--- src/rtl/muldiv_pkg.sv ---
// Shared encodings and constants for the iterative multiply/divide unit.
package muldiv_pkg;

    localparam int DEF_WIDTH = 32;

    localparam logic [1:0] OP_MULT  = 2'b00;
    localparam logic [1:0] OP_MULTU = 2'b01;
    localparam logic [1:0] OP_DIV   = 2'b10;
    localparam logic [1:0] OP_DIVU  = 2'b11;

    typedef enum logic [1:0] {ST_IDLE, ST_RUN, ST_FIX} state_e;

    function automatic logic op_signed(input logic [1:0] op);
        return (op == OP_MULT) || (op == OP_DIV);
    endfunction

    function automatic logic op_is_div(input logic [1:0] op);
        return (op == OP_DIV) || (op == OP_DIVU);
    endfunction

endpackage

--- src/rtl/muldiv_if.sv ---
// Pipeline-side request/result bundle of the multiply/divide unit.
interface muldiv_if import muldiv_pkg::*; #(parameter int WIDTH = DEF_WIDTH);
    logic             start;
    logic [1:0]       op;
    logic [WIDTH-1:0] src_a;
    logic [WIDTH-1:0] src_b;
    logic             wr_hi;
    logic             wr_lo;
    logic [WIDTH-1:0] wr_data;
    logic             busy;
    logic             done;
    logic             div_by_zero;
    logic [WIDTH-1:0] hi;
    logic [WIDTH-1:0] lo;

    modport master (
        output start, op, src_a, src_b, wr_hi, wr_lo, wr_data,
        input  busy, done, div_by_zero, hi, lo
    );

    modport slave (
        input  start, op, src_a, src_b, wr_hi, wr_lo, wr_data,
        output busy, done, div_by_zero, hi, lo
    );
endinterface

--- src/rtl/muldiv_step.sv ---
// One iteration of unsigned shift-add multiply or restoring shift-subtract divide.
module muldiv_step #(
    parameter int WIDTH = 32
) (
    input  logic             is_div,
    input  logic [WIDTH-1:0] acc,
    input  logic [WIDTH-1:0] q,
    input  logic [WIDTH-1:0] d,
    output logic [WIDTH-1:0] acc_nxt,
    output logic [WIDTH-1:0] q_nxt
);

    logic [WIDTH:0] sum;
    logic [WIDTH:0] shl;

    always_comb begin
        sum     = {1'b0, acc} + (q[0] ? {1'b0, d} : '0);
        shl     = {acc, q[WIDTH-1]};
        acc_nxt = sum[WIDTH:1];
        q_nxt   = {sum[0], q[WIDTH-1:1]};
        if (is_div) begin
            // remainder stays below d, so the trial difference always fits WIDTH bits
            if (shl >= {1'b0, d}) begin
                acc_nxt = shl[WIDTH-1:0] - d;
                q_nxt   = {q[WIDTH-2:0], 1'b1};
            end else begin
                acc_nxt = shl[WIDTH-1:0];
                q_nxt   = {q[WIDTH-2:0], 1'b0};
            end
        end
    end

endmodule

--- src/rtl/muldiv_unit.sv ---
// MIPS HI/LO multiply/divide unit: magnitude iteration over WIDTH cycles, then sign fix-up.
module muldiv_unit import muldiv_pkg::*; #(
    parameter int WIDTH = DEF_WIDTH
) (
    input  logic   clk,
    input  logic   rst,
    muldiv_if.slave bus
);

    localparam int CW = $clog2(WIDTH);
    localparam logic [CW-1:0] LAST = CW'(WIDTH - 1);

    state_e           state;
    logic [CW-1:0]    count;
    logic             is_div;
    logic             neg_lo;
    logic             neg_hi;
    logic             b_zero;
    logic [WIDTH-1:0] acc;
    logic [WIDTH-1:0] q;
    logic [WIDTH-1:0] d;
    logic [WIDTH-1:0] a_raw;

    logic             a_neg;
    logic             b_neg;
    logic [WIDTH-1:0] a_mag;
    logic [WIDTH-1:0] b_mag;
    logic [WIDTH-1:0] acc_nxt;
    logic [WIDTH-1:0] q_nxt;
    logic [2*WIDTH-1:0] prod_fix;
    logic [WIDTH-1:0] hi_fix;
    logic [WIDTH-1:0] lo_fix;

    assign a_neg = op_signed(bus.op) & bus.src_a[WIDTH-1];
    assign b_neg = op_signed(bus.op) & bus.src_b[WIDTH-1];
    assign a_mag = a_neg ? -bus.src_a : bus.src_a;
    assign b_mag = b_neg ? -bus.src_b : bus.src_b;

    muldiv_step #(.WIDTH(WIDTH)) u_step (
        .is_div  (is_div),
        .acc     (acc),
        .q       (q),
        .d       (d),
        .acc_nxt (acc_nxt),
        .q_nxt   (q_nxt)
    );

    // Quotient and product take sign a^b; remainder takes the dividend's sign.
    always_comb begin
        prod_fix = neg_lo ? -{acc, q} : {acc, q};
        hi_fix   = prod_fix[2*WIDTH-1:WIDTH];
        lo_fix   = prod_fix[WIDTH-1:0];
        if (is_div) begin
            if (b_zero) begin
                hi_fix = a_raw;
                lo_fix = '1;
            end else begin
                hi_fix = neg_hi ? -acc : acc;
                lo_fix = neg_lo ? -q : q;
            end
        end
    end

    always_ff @(posedge clk) begin
        if (rst) begin
            state           <= ST_IDLE;
            count           <= '0;
            is_div          <= 1'b0;
            neg_lo          <= 1'b0;
            neg_hi          <= 1'b0;
            b_zero          <= 1'b0;
            acc             <= '0;
            q               <= '0;
            d               <= '0;
            a_raw           <= '0;
            bus.busy        <= 1'b0;
            bus.done        <= 1'b0;
            bus.div_by_zero <= 1'b0;
            bus.hi          <= '0;
            bus.lo          <= '0;
        end else begin
            bus.done <= 1'b0;
            case (state)
                ST_IDLE: begin
                    if (bus.start) begin
                        is_div          <= op_is_div(bus.op);
                        neg_lo          <= a_neg ^ b_neg;
                        neg_hi          <= a_neg;
                        b_zero          <= (bus.src_b == '0);
                        a_raw           <= bus.src_a;
                        acc             <= '0;
                        q               <= a_mag;
                        d               <= b_mag;
                        count           <= '0;
                        bus.div_by_zero <= 1'b0;
                        bus.busy        <= 1'b1;
                        state           <= ST_RUN;
                    end else begin
                        if (bus.wr_hi) bus.hi <= bus.wr_data;
                        if (bus.wr_lo) bus.lo <= bus.wr_data;
                    end
                end
                ST_RUN: begin
                    acc   <= acc_nxt;
                    q     <= q_nxt;
                    count <= count + 1'b1;
                    if (count == LAST) state <= ST_FIX;
                end
                ST_FIX: begin
                    bus.hi          <= hi_fix;
                    bus.lo          <= lo_fix;
                    bus.done        <= 1'b1;
                    bus.busy        <= 1'b0;
                    bus.div_by_zero <= is_div & b_zero;
                    state           <= ST_IDLE;
                end
                default: state <= ST_IDLE;
            endcase
        end
    end

endmodule

--- src/flat_wrapper.sv ---
// flat-port wrapper written by rule: the top's interface ports become plain ports
module muldiv_unit_flat import muldiv_pkg::*;
#(
    parameter int WIDTH = DEF_WIDTH
)
  (clk, rst, bus_start, bus_op, bus_src_a, bus_src_b, bus_wr_hi, bus_wr_lo, bus_wr_data, bus_busy, bus_done, bus_div_by_zero, bus_hi, bus_lo);
  muldiv_if #(.WIDTH(WIDTH)) bus_i ();
  input  logic clk;
  input  logic rst;
  input wire logic [$bits(bus_i.start)-1:0] bus_start;
  input wire logic [$bits(bus_i.op)-1:0] bus_op;
  input wire logic [$bits(bus_i.src_a)-1:0] bus_src_a;
  input wire logic [$bits(bus_i.src_b)-1:0] bus_src_b;
  input wire logic [$bits(bus_i.wr_hi)-1:0] bus_wr_hi;
  input wire logic [$bits(bus_i.wr_lo)-1:0] bus_wr_lo;
  input wire logic [$bits(bus_i.wr_data)-1:0] bus_wr_data;
  output wire logic [$bits(bus_i.busy)-1:0] bus_busy;
  output wire logic [$bits(bus_i.done)-1:0] bus_done;
  output wire logic [$bits(bus_i.div_by_zero)-1:0] bus_div_by_zero;
  output wire logic [$bits(bus_i.hi)-1:0] bus_hi;
  output wire logic [$bits(bus_i.lo)-1:0] bus_lo;
  assign bus_i.start = bus_start;
  assign bus_i.op = bus_op;
  assign bus_i.src_a = bus_src_a;
  assign bus_i.src_b = bus_src_b;
  assign bus_i.wr_hi = bus_wr_hi;
  assign bus_i.wr_lo = bus_wr_lo;
  assign bus_i.wr_data = bus_wr_data;
  assign bus_busy = bus_i.busy;
  assign bus_done = bus_i.done;
  assign bus_div_by_zero = bus_i.div_by_zero;
  assign bus_hi = bus_i.hi;
  assign bus_lo = bus_i.lo;
  muldiv_unit #(.WIDTH(WIDTH)) u_core (.clk(clk), .rst(rst), .bus(bus_i));
endmodule
--- config.mk ---
export PLATFORM = sky130hd
export DESIGN_NAME = muldiv_unit_flat
export DESIGN_NICKNAME = d
export VERILOG_FILES = /design/src/rtl/muldiv_pkg.sv /design/src/rtl/muldiv_if.sv /design/src/rtl/muldiv_step.sv /design/src/rtl/muldiv_unit.sv /design/src/flat_wrapper.sv
export SDC_FILE = /design/constraint.sdc
export NUM_CORES = 1
export LEC_CHECK = 0
export CAP_MARGIN = 15
export CELL_PAD_IN_SITES_DETAIL_PLACEMENT = 1
export CELL_PAD_IN_SITES_GLOBAL_PLACEMENT = 1
export CORE_UTILIZATION = 40
export DETAILED_ROUTE_END_ITERATION = 16
export GPL_ROUTABILITY_DRIVEN = 1
export HOLD_SLACK_MARGIN = 0.02
export MAX_ROUTING_LAYER = met4
export PLACE_DENSITY = 0.8
export SYNTH_ARGS = -nofsm -noshare
export SYNTH_HDL_FRONTEND = slang
export SYNTH_SLANG_ARGS = --single-unit
--- constraint.sdc ---
create_clock -name clk -period 10.2 [get_ports clk]
set_clock_uncertainty 0.2 [all_clocks]
set_input_delay 1.02 -clock clk [delete_from_list [all_inputs] [get_ports clk]]
set_output_delay 1.02 -clock clk [all_outputs]
set_load 0.02 [all_outputs]
==> results of run 1 <==
## power groups by stage
stage / Sequential, W / Clock (W) / Combinational (W)
after floorplan: 0.000921 / 0 / 0.000446
after global placement: 0.000939 / 0 / 0.000663
after global routing: 0.000934 / 0.00107 / 0.000753
final: 0.000929 / 0.00103 / 0.000698
after CTS: 0.000926 / 0.00104 / 0.000688
after detailed placement: 0.000943 / 0 / 0.000680
## sequential cells by signal (all words and copies together), names as in the netlist, 2 cells and up
name and flops:
u_core.state 2, u_core.a_raw 32, u_core.count 5, u_core.d 32
u_core.q 32, u_core.acc 32, u_core.bus.lo 32, u_core.bus.hi 32
## cell families after synthesis
group,share of synthesized area (%)
adders and majority gates,5.673
buffers and inverters,5.867
and+or+nand+nor,20.09
DFF,25.54
muxes,4.549
AOI/OAI and AO/OA,28.24
xor gates and xnor gates,10.04
## cell type report
type | count | area share (%)
clock buffer | 34 | 4.019
sequential | 206 | 21.79
clock inverter | 14 | 0.9636
inverter | 61 | 1.208
multi-input combinational | 1730 | 58.67
tap | 525 | 3.465
antenna | 1 | 0.01320
timing repair buffer | 193 | 9.880
## through the flow
| step | utilization [%] | total power, W | setup WS (ns) | cell area, µm² | cells |
|---|---|---|---|---|---|
| after floorplan | - | 0.001367 | 6.280 | 16140 | 2178 |
| after global placement | 45.33 | 0.001603 | 5.408 | 18010 | 2715 |
| after detailed placement | 45.33 | 0.001624 | 5.163 | 18010 | 2715 |
| after CTS | 47.71 | 0.002652 | 5.661 | 18960 | 2763 |
| after global routing | 47.71 | 0.002760 | 5.366 | 18960 | 2763 |
| final | 47.72 | 0.002659 | 5.608 | 18960 | 2764 |
## synthesized netlist by cell type, types with 61 or more instances
master / count
o21ai_0: 133
xnor2_1: 97
ha_1: 70
nor2_1: 241
xor2_1: 88
dfxtp_1: 206
a211oi_1: 87
mux2i_1: 70
clkbuf_1: 157
inv_1: 61
nand2_1: 226
a21oi_1: 195
## routing by layer
layer,wire [µm],global-route usage (%)
met1,29720,43.83
met2,30060,50.54
met3,4240,3.098
met4,1957,9.613
met5,0,-
## tightest hold or removal path, cell delays in order, from the launching register on
cell     delay (ns)
dfxtp_1        0.31
nand2_1        0.05
a21oi_1        0.06
## layout by cell type, fill, tap and decap left out, types with 61 or more instances in the layout
master	instances
a211oi_1	87
a21oi_1	195
clkdlybuf4s50_1	168
dfxtp_1	203
ha_1	70
inv_1	61
mux2i_1	70
nand2_1	225
nor2_1	241
o21ai_0	133
xnor2_1	97
xor2_1	88
## worst max path at each step
stage | from | to | slack, ns | cells past startpoint
final | u_core.acc[0]$_SDFFE_PP0P_ | u_core.acc[31]$_SDFFE_PP0P_ | 5.61 | 12
after global routing | u_core.acc[0]$_SDFFE_PP0P_ | u_core.acc[31]$_SDFFE_PP0P_ | 5.37 | 12
after CTS | u_core.acc[0]$_SDFFE_PP0P_ | u_core.acc[31]$_SDFFE_PP0P_ | 5.66 | 12
after detailed placement | bus_src_a[1] | u_core.q[26]$_SDFFE_PP0P_ | 5.16 | 12
after global placement | bus_src_a[1] | u_core.q[30]$_SDFFE_PP0P_ | 5.41 | 12
after floorplan | bus_src_a[0] | u_core.q[30]$_SDFFE_PP0P_ | 6.28 | 11
==> results.txt, run 1 <==
----------------------------------------------------
[Global routing]
  Sum of overflow across all layers after global routing ... 0
  First-pass GRT wire length ... 101400 µm
  Largest net degree at the start of global routing ... 95
  Antenna violations before repair ... 0
  Gr usage total ... between 30 and 40%
  Vias in the first global route ... around 17000

[Clock tree]
  CTS HTree Levels ... 1
  Root Buffer Master ... clkbuf_16
  Worst-Skew Late Latency ... 0.56 ns
  Number of gates resized after CTS ... 0
  CTS tree ... yes
  Number of buffers inserted by hold repair at cts ... 0
  Clock input transition at the sequential cells of the worst setup and hold paths ... approximately 0.070 ns
  Number of buffers added by the clock tree synthesis step ... 26
  Max Root-Sink Buffers ... 3
  CTS sink count ... between 200 and 250
  Number of setup buffers added after CTS ... 0

[Synthesis]
  Instance count of the mapped netlist ... 2178
  Total of flip-flops plus latches after synthesis ... approximately 210
  Seq/Total Area, Yosys ... between 20 and 30%
  Synthesized area divided by synthesized cell count ... about 7.4 µm²
  Net count of the mapped netlist ... between 2000 and 2500
  Yosys top cell by area ... dfxtp_1
  Synth warn ... 0
  Top area cells in the synthesized netlist ... dfxtp_1, a21oi_1, nor2_1, ha_1, xnor2_1
  Cell Area, Synth ... between 15000 and 20000 µm²
  Most common flop cell mapped by yosys ... dfxtp_1
  Number of enable-type register cells in the synthesized netlist ... 0
  Fraction of registers with async set or reset after synthesis ... 0%
  Area fraction of the dominant cell type after synthesis ... between 20% and 30%
  Number of distinct library cell variants in the gate-level netlist after synthesis ... a little over 80

[Timing]
  Worst slew margin ... about 30%
  Slew at the pin closest to its max-slew limit ... between 1 and 1.5 ns
  Final-report setup violation count ... 0
  Setup_tns ... 0 ns
  Count of endpoints failing hold in the final timing report ... 0
  Achievable clock frequency ... 0.2178 GHz
  Post-route minimum period ... approximately 4.6 ns
  Minimum hold slack ... approximately 0.26 ns
  Final Slew Violations ... 0
  Period utilisation layout ... a little under half
  Setup repair after global routing missed its margin ... no

[Worst setup path]
  Worst Reg2Reg Path Length in Cells ... 12
  Total buffers and inverters traversed by the critical path ... 1
  Critical path data arrival time ... between 4 and 5 ns
  CP startpoint kind ... register
  CP max FO ... 12
  Longest individual stage delay on the worst path ... roughly 0.64 ns
  Slowest cell on crit path ... dfxtp_1
  Startpoint of the lowest-slack register-to-register path ... u_core.acc[0]$_SDFFE_PP0P_
  Kind of cell with the highest combined delay on the critical path ... compound AO/OA/AOI/OAI gates
  FF-to-FF setup slack ... approximately 5.6 ns
  Cell chain of the critical path ... ha_1, inv_1, fa_1, nand2b_1, a211oi_1, o211ai_1, a31oi_1, a31oi_1, o31ai_1, a41o_1, a211oi_1, o21ai_0
  Crit. End Element ... register
  RR Endpoint ... u_core.acc[31]$_SDFFE_PP0P_
  Required @ worst endpoint ... 10.48 ns
  Setup Crit Path Kind ... reg -> reg

[Die]
  DIE HEIGHT ... approximately 200 µm
  Die Area ... 41170 µm²
  Die X ... between 200 and 250 µm
  Initial Util ... around two fifths
  Core area ... slightly below 40000 µm²
  Number of top-level pins ... 170
  # rows ... 73

[Worst hold path]
  Hold path depth ... 2
  Worst hold path type ... reg -> reg
  Min-Delay Endpoint ... u_core.a_raw[0]$_SDFFE_PP0P_
  HP Start ... u_core.a_raw[0]$_SDFFE_PP0P_

[Pwr]
  Switching part of the total power ... between 30% and 40%
  Pwr/cell area ... roughly 140 nW/µm²
  Fraction of power consumed by combinational cells ... a little over a quarter
  Proportion of power drawn by the clock network ... between 30% and 40%
  Reported net switching power ... around 0.0009 W
  Max IR drop VDD ... ~0.00011 V
  Leakage component of the power ... between 6 and 7 nW
  Design internal power ... about 0.0018 W
  Relative contribution of sequential cells to total power ... between 30% and 40%

[Final layout]
  Area used by multi-input combinational logic ... around 11000 µm²
  Fraction of layout cells with a size suffix above 1 ... under 10%
  FILL cells ... 4891
  Post-layout net count ... 2393
  Total area of sequential cells ... around 4100 µm²
  Signed area change from the synthesized netlist to the final layout ... 17.43%

[Detailed routing]
  Drt pass-1 iters ... 7
  Routed Wire Length ... 65990 µm
  Detailed-route vias per instance ... ~6.2
  Iter 0 DRT Violations ... around 1400
  Residual antenna-violating net count after detailed routing ... 0
  Detailed-route wire length per cell ... roughly 24 µm
  Number of design rule violations left after detail routing ... 0
  Via Count ... approximately 17000

[Placement]
  Placed wire-length estimate after detailed placement ... a little under 50000 µm
  Routability congestion estimate from global placement ... about 0.94
  Port Buffer Count ... around 170

[Status]
  Run status ... finished, final reports clean

[Job]
  Max-cap viol count ... 0

----------------------------------------------------
Power figures use the tool's default switching activity.
==> run 2: changes to the inputs <==
clock period = 4.6 ns   (was 10.2 ns; I/O delays follow)
==> run 2 against run 1 <==
Net effect: fmax is 0.94% higher; sequential power is 120% higher; non-clock buffer count is 35 higher; die area stayed put; critical endpoint unchanged; critical path depth is 1 higher.
==> results.txt, run 2 (same netlist as run 1, synthesis figures left out) <==
----------------------------------------------------
[Final layout]
  FILL cells ... 4903 (+0.25%)
  Leading cell types in the layout, fill and taps excluded ... nor2_1, nand2_1, dfxtp_1
  Total non-filler cell area in the finished layout ... 19140 µm² (+0.94%)
  Signed area change from the synthesized netlist to the final layout ... 18.53%
  Fraction of layout cells with a size suffix above 1 ... 6.121% (+1.2 points)
  Area used by multi-input combinational logic ... 11120 µm² (unchanged)
  Commonest non-fill, non-tap cell in the layout ... nor2_1
  Total area of sequential cells ... 4130 µm² (unchanged)
  Post-layout net count ... 2429 (+1.5%)

[Worst setup path]
  Worst setup path endpoint ... u_core.acc[31]$_SDFFE_PP0P_
  Crit. End Element ... register
  FF-to-FF setup slack ... 0.05 ns (-5.56 ns)
  CP startpoint kind ... register
  Worst Reg2Reg Path Length in Cells ... 13 (+1)
  Required @ worst endpoint ... 4.86 ns (-5.62 ns)
  Setup Crit Path Kind ... reg -> reg
  Startpoint of the lowest-slack register-to-register path ... u_core.acc[0]$_SDFFE_PP0P_
  Critical path data arrival time ... 4.81 ns (-0.07 ns)
  RR Endpoint ... u_core.acc[31]$_SDFFE_PP0P_
  Launching element of the worst setup path ... u_core.acc[0]$_SDFFE_PP0P_
  CP max FO ... 12 (unchanged)

[Timing]
  Slew at the pin closest to its max-slew limit ... 1.097 ns (+0.04431 ns)
  Final-report setup violation count ... 0 (unchanged)
  Final Slew Violations ... 0 (unchanged)
  Setup_tns ... 0 ns (unchanged)
  Achievable clock frequency ... 0.2198 GHz (+0.94%)
  Post-route minimum period ... 4.550 ns (-0.04263 ns)
  Count of endpoints failing hold in the final timing report ... 0 (unchanged)
  Setup repair after global routing missed its margin ... no
  Worst slew margin ... 26.62% (-3.0 points)
  Period utilisation layout ... 98.90% (+54 points)

[Detailed routing]
  Detailed-route wire length per cell ... 24.31 µm (+1.8%)
  Detailed-route vias per instance ... 6.237 (about the same)
  Drt pass-1 iters ... 5 (-2)
  Via Count ... 17452 (+1.2%)
  Iter 0 DRT Violations ... 1500 (+5.9%)
  Routed Wire Length ... 68020 µm (+3.1%)
  Residual antenna-violating net count after detailed routing ... 0 (unchanged)
  Number of design rule violations left after detail routing ... 0 (unchanged)

[Global routing]
  First-pass GRT wire length ... 104200 µm (+2.7%)
  Vias in the first global route ... 17385 (+1.8%)
  Largest net degree at the start of global routing ... 98 (+3.2%)
  Gr usage total ... 33.22% (+0.95 points)
  Antenna violations before repair ... 1 (+1)
  Sum of overflow across all layers after global routing ... 0 (unchanged)

[Pwr]
  Proportion of power drawn by the clock network ... 36.2% (-2.6 points)
  Max IR drop VDD ... 0.0002767 V (+140%)
  Pwr/cell area ... 299.1 nW/µm² (+110%)
  Leakage component of the power ... 7.127 nW (+1.9%)
  Design internal power ... 0.003726 W (+110%)
  Fraction of power consumed by combinational cells ... 28.2% (+1.9 points)
  Switching part of the total power ... 34.91% (+0.79 points)
  Reported net switching power ... 0.001998 W (+120%)
  Relative contribution of sequential cells to total power ... 35.6% (+0.7 points)

[Clock tree]
  Max Root-Sink Buffers ... 3 (unchanged)
  Number of buffers added by the clock tree synthesis step ... 27 (+3.8%)
  CTS HTree Levels ... 1 (unchanged)
  Number of setup buffers added after CTS ... 0 (unchanged)
  CTS sink count ... 206 (unchanged)
  Root Buffer Master ... clkbuf_16
  Worst-Skew Late Latency ... 0.56 ns (about the same)
  Number of buffers inserted by hold repair at cts ... 0 (unchanged)
  CTS tree ... yes
  Clock input transition at the sequential cells of the worst setup and hold paths ... 0.06 ns (about the same)
  Number of gates resized after CTS ... 0 (unchanged)

[Job]
  Max-cap viol count ... 0 (unchanged)

[Worst hold path]
  Worst hold path type ... in -> reg
  Hold path depth ... 2 (unchanged)

[Die]
  Die X ... 202.9 µm (unchanged)
  Initial Util ... 40.63% (unchanged)
  # rows ... 73 (unchanged)
  Die Area ... 41170 µm² (unchanged)
  Number of top-level pins ... 170 (unchanged)
  Core area ... 39730 µm² (unchanged)
  DIE HEIGHT ... 202.9 µm (unchanged)

[Placement]
  Port Buffer Count ... 169 (unchanged)
  Cell area reported after detailed placement ... 18290 µm² (+1.5%)
  Routability congestion estimate from global placement ... 0.9911 (+5.9%)
  Placed wire-length estimate after detailed placement ... 50830 µm (+4.6%)

[Status]
  Run status ... finished, final reports clean

----------------------------------------------------
-- run 2: power groups by stage --
| stage | Combinational [W] | Sequential (W) | Clock, W |
|---|---|---|---|
| floorplan | 0.000989 | 0.00204 | 0 |
| global placement | 0.00154 | 0.00206 | 0 |
| detailed placement | 0.00157 | 0.00207 | 0 |
| CTS | 0.00159 | 0.00203 | 0.00209 |
| global route | 0.00174 | 0.00205 | 0.00215 |
| finish | 0.00161 | 0.00204 | 0.00207 |
-- run 2: how the worst min path moves through the flow --
stage	end	start	slack (ns)
2_1_floorplan	u_core.d[25]$_SDFFE_PP0P_	u_core.d[25]$_SDFFE_PP0P_	0.23
3_3_place_gp	u_core.a_raw[12]$_SDFFE_PP0P_	u_core.a_raw[12]$_SDFFE_PP0P_	0.24
3_5_place_dp	u_core.a_raw[20]$_SDFFE_PP0P_	u_core.a_raw[20]$_SDFFE_PP0P_	0.25
4_1_cts	u_core.b_zero$_SDFFE_PP0P_	rst	0.17
6_report	u_core.count[3]$_SDFFE_PP0P_	rst	0.17
5_1_grt	u_core.d[31]$_SDFFE_PP0P_	rst	0.23
-- run 2: through the flow --
stage | hold WS (ns) | setup WS [ns] | instances | total power (W) | util [%]
CTS | 0.1687 | 0.2729 | 2796 | 0.005712 | 48.15
global placement | 0.2429 | 0.4931 | 2750 | 0.003600 | 46.02
detailed placement | 0.2507 | 0.4189 | 2750 | 0.003640 | 46.02
finish | 0.1720 | 0.05044 | 2798 | 0.005724 | 48.16
floorplan | 0.2319 | 1.001 | 2178 | 0.003032 | -
global route | 0.2280 | 0.04759 | 2797 | 0.005940 | 48.16
-- run 2: per-layer routing --
layer	share of wire, %	track usage, %
met3	7.5	5.602
met4	3.2	10.23
met5	0	-
met2	44	50.75
met1	45	44.54
-- run 2: layout make-up --
cell class | count | share of cell area (%)
multi-input cells | 1730 | 58.12
flip-flops and latches | 206 | 21.58
repair buffers | 228 | 11.23
clock buffers | 38 | 4.008
well taps | 525 | 3.433
inverters | 61 | 1.197
clock inverters | 8 | 0.4054
diodes | 2 | 0.02615
-- run 2: critical path: stages, from the launching register on --
cell and delay, ns:
dfxtp_1 0.71, ha_1 0.30, inv_1 0.07, fa_1 0.39
nand2b_1 0.19, a211oi_1 0.40, o211ai_1 0.21, a31oi_1 0.50
a31oi_1 0.36, o31ai_1 0.41, buf_4 0.20, a41o_1 0.19
a211oi_1 0.08, o21ai_0 0.25
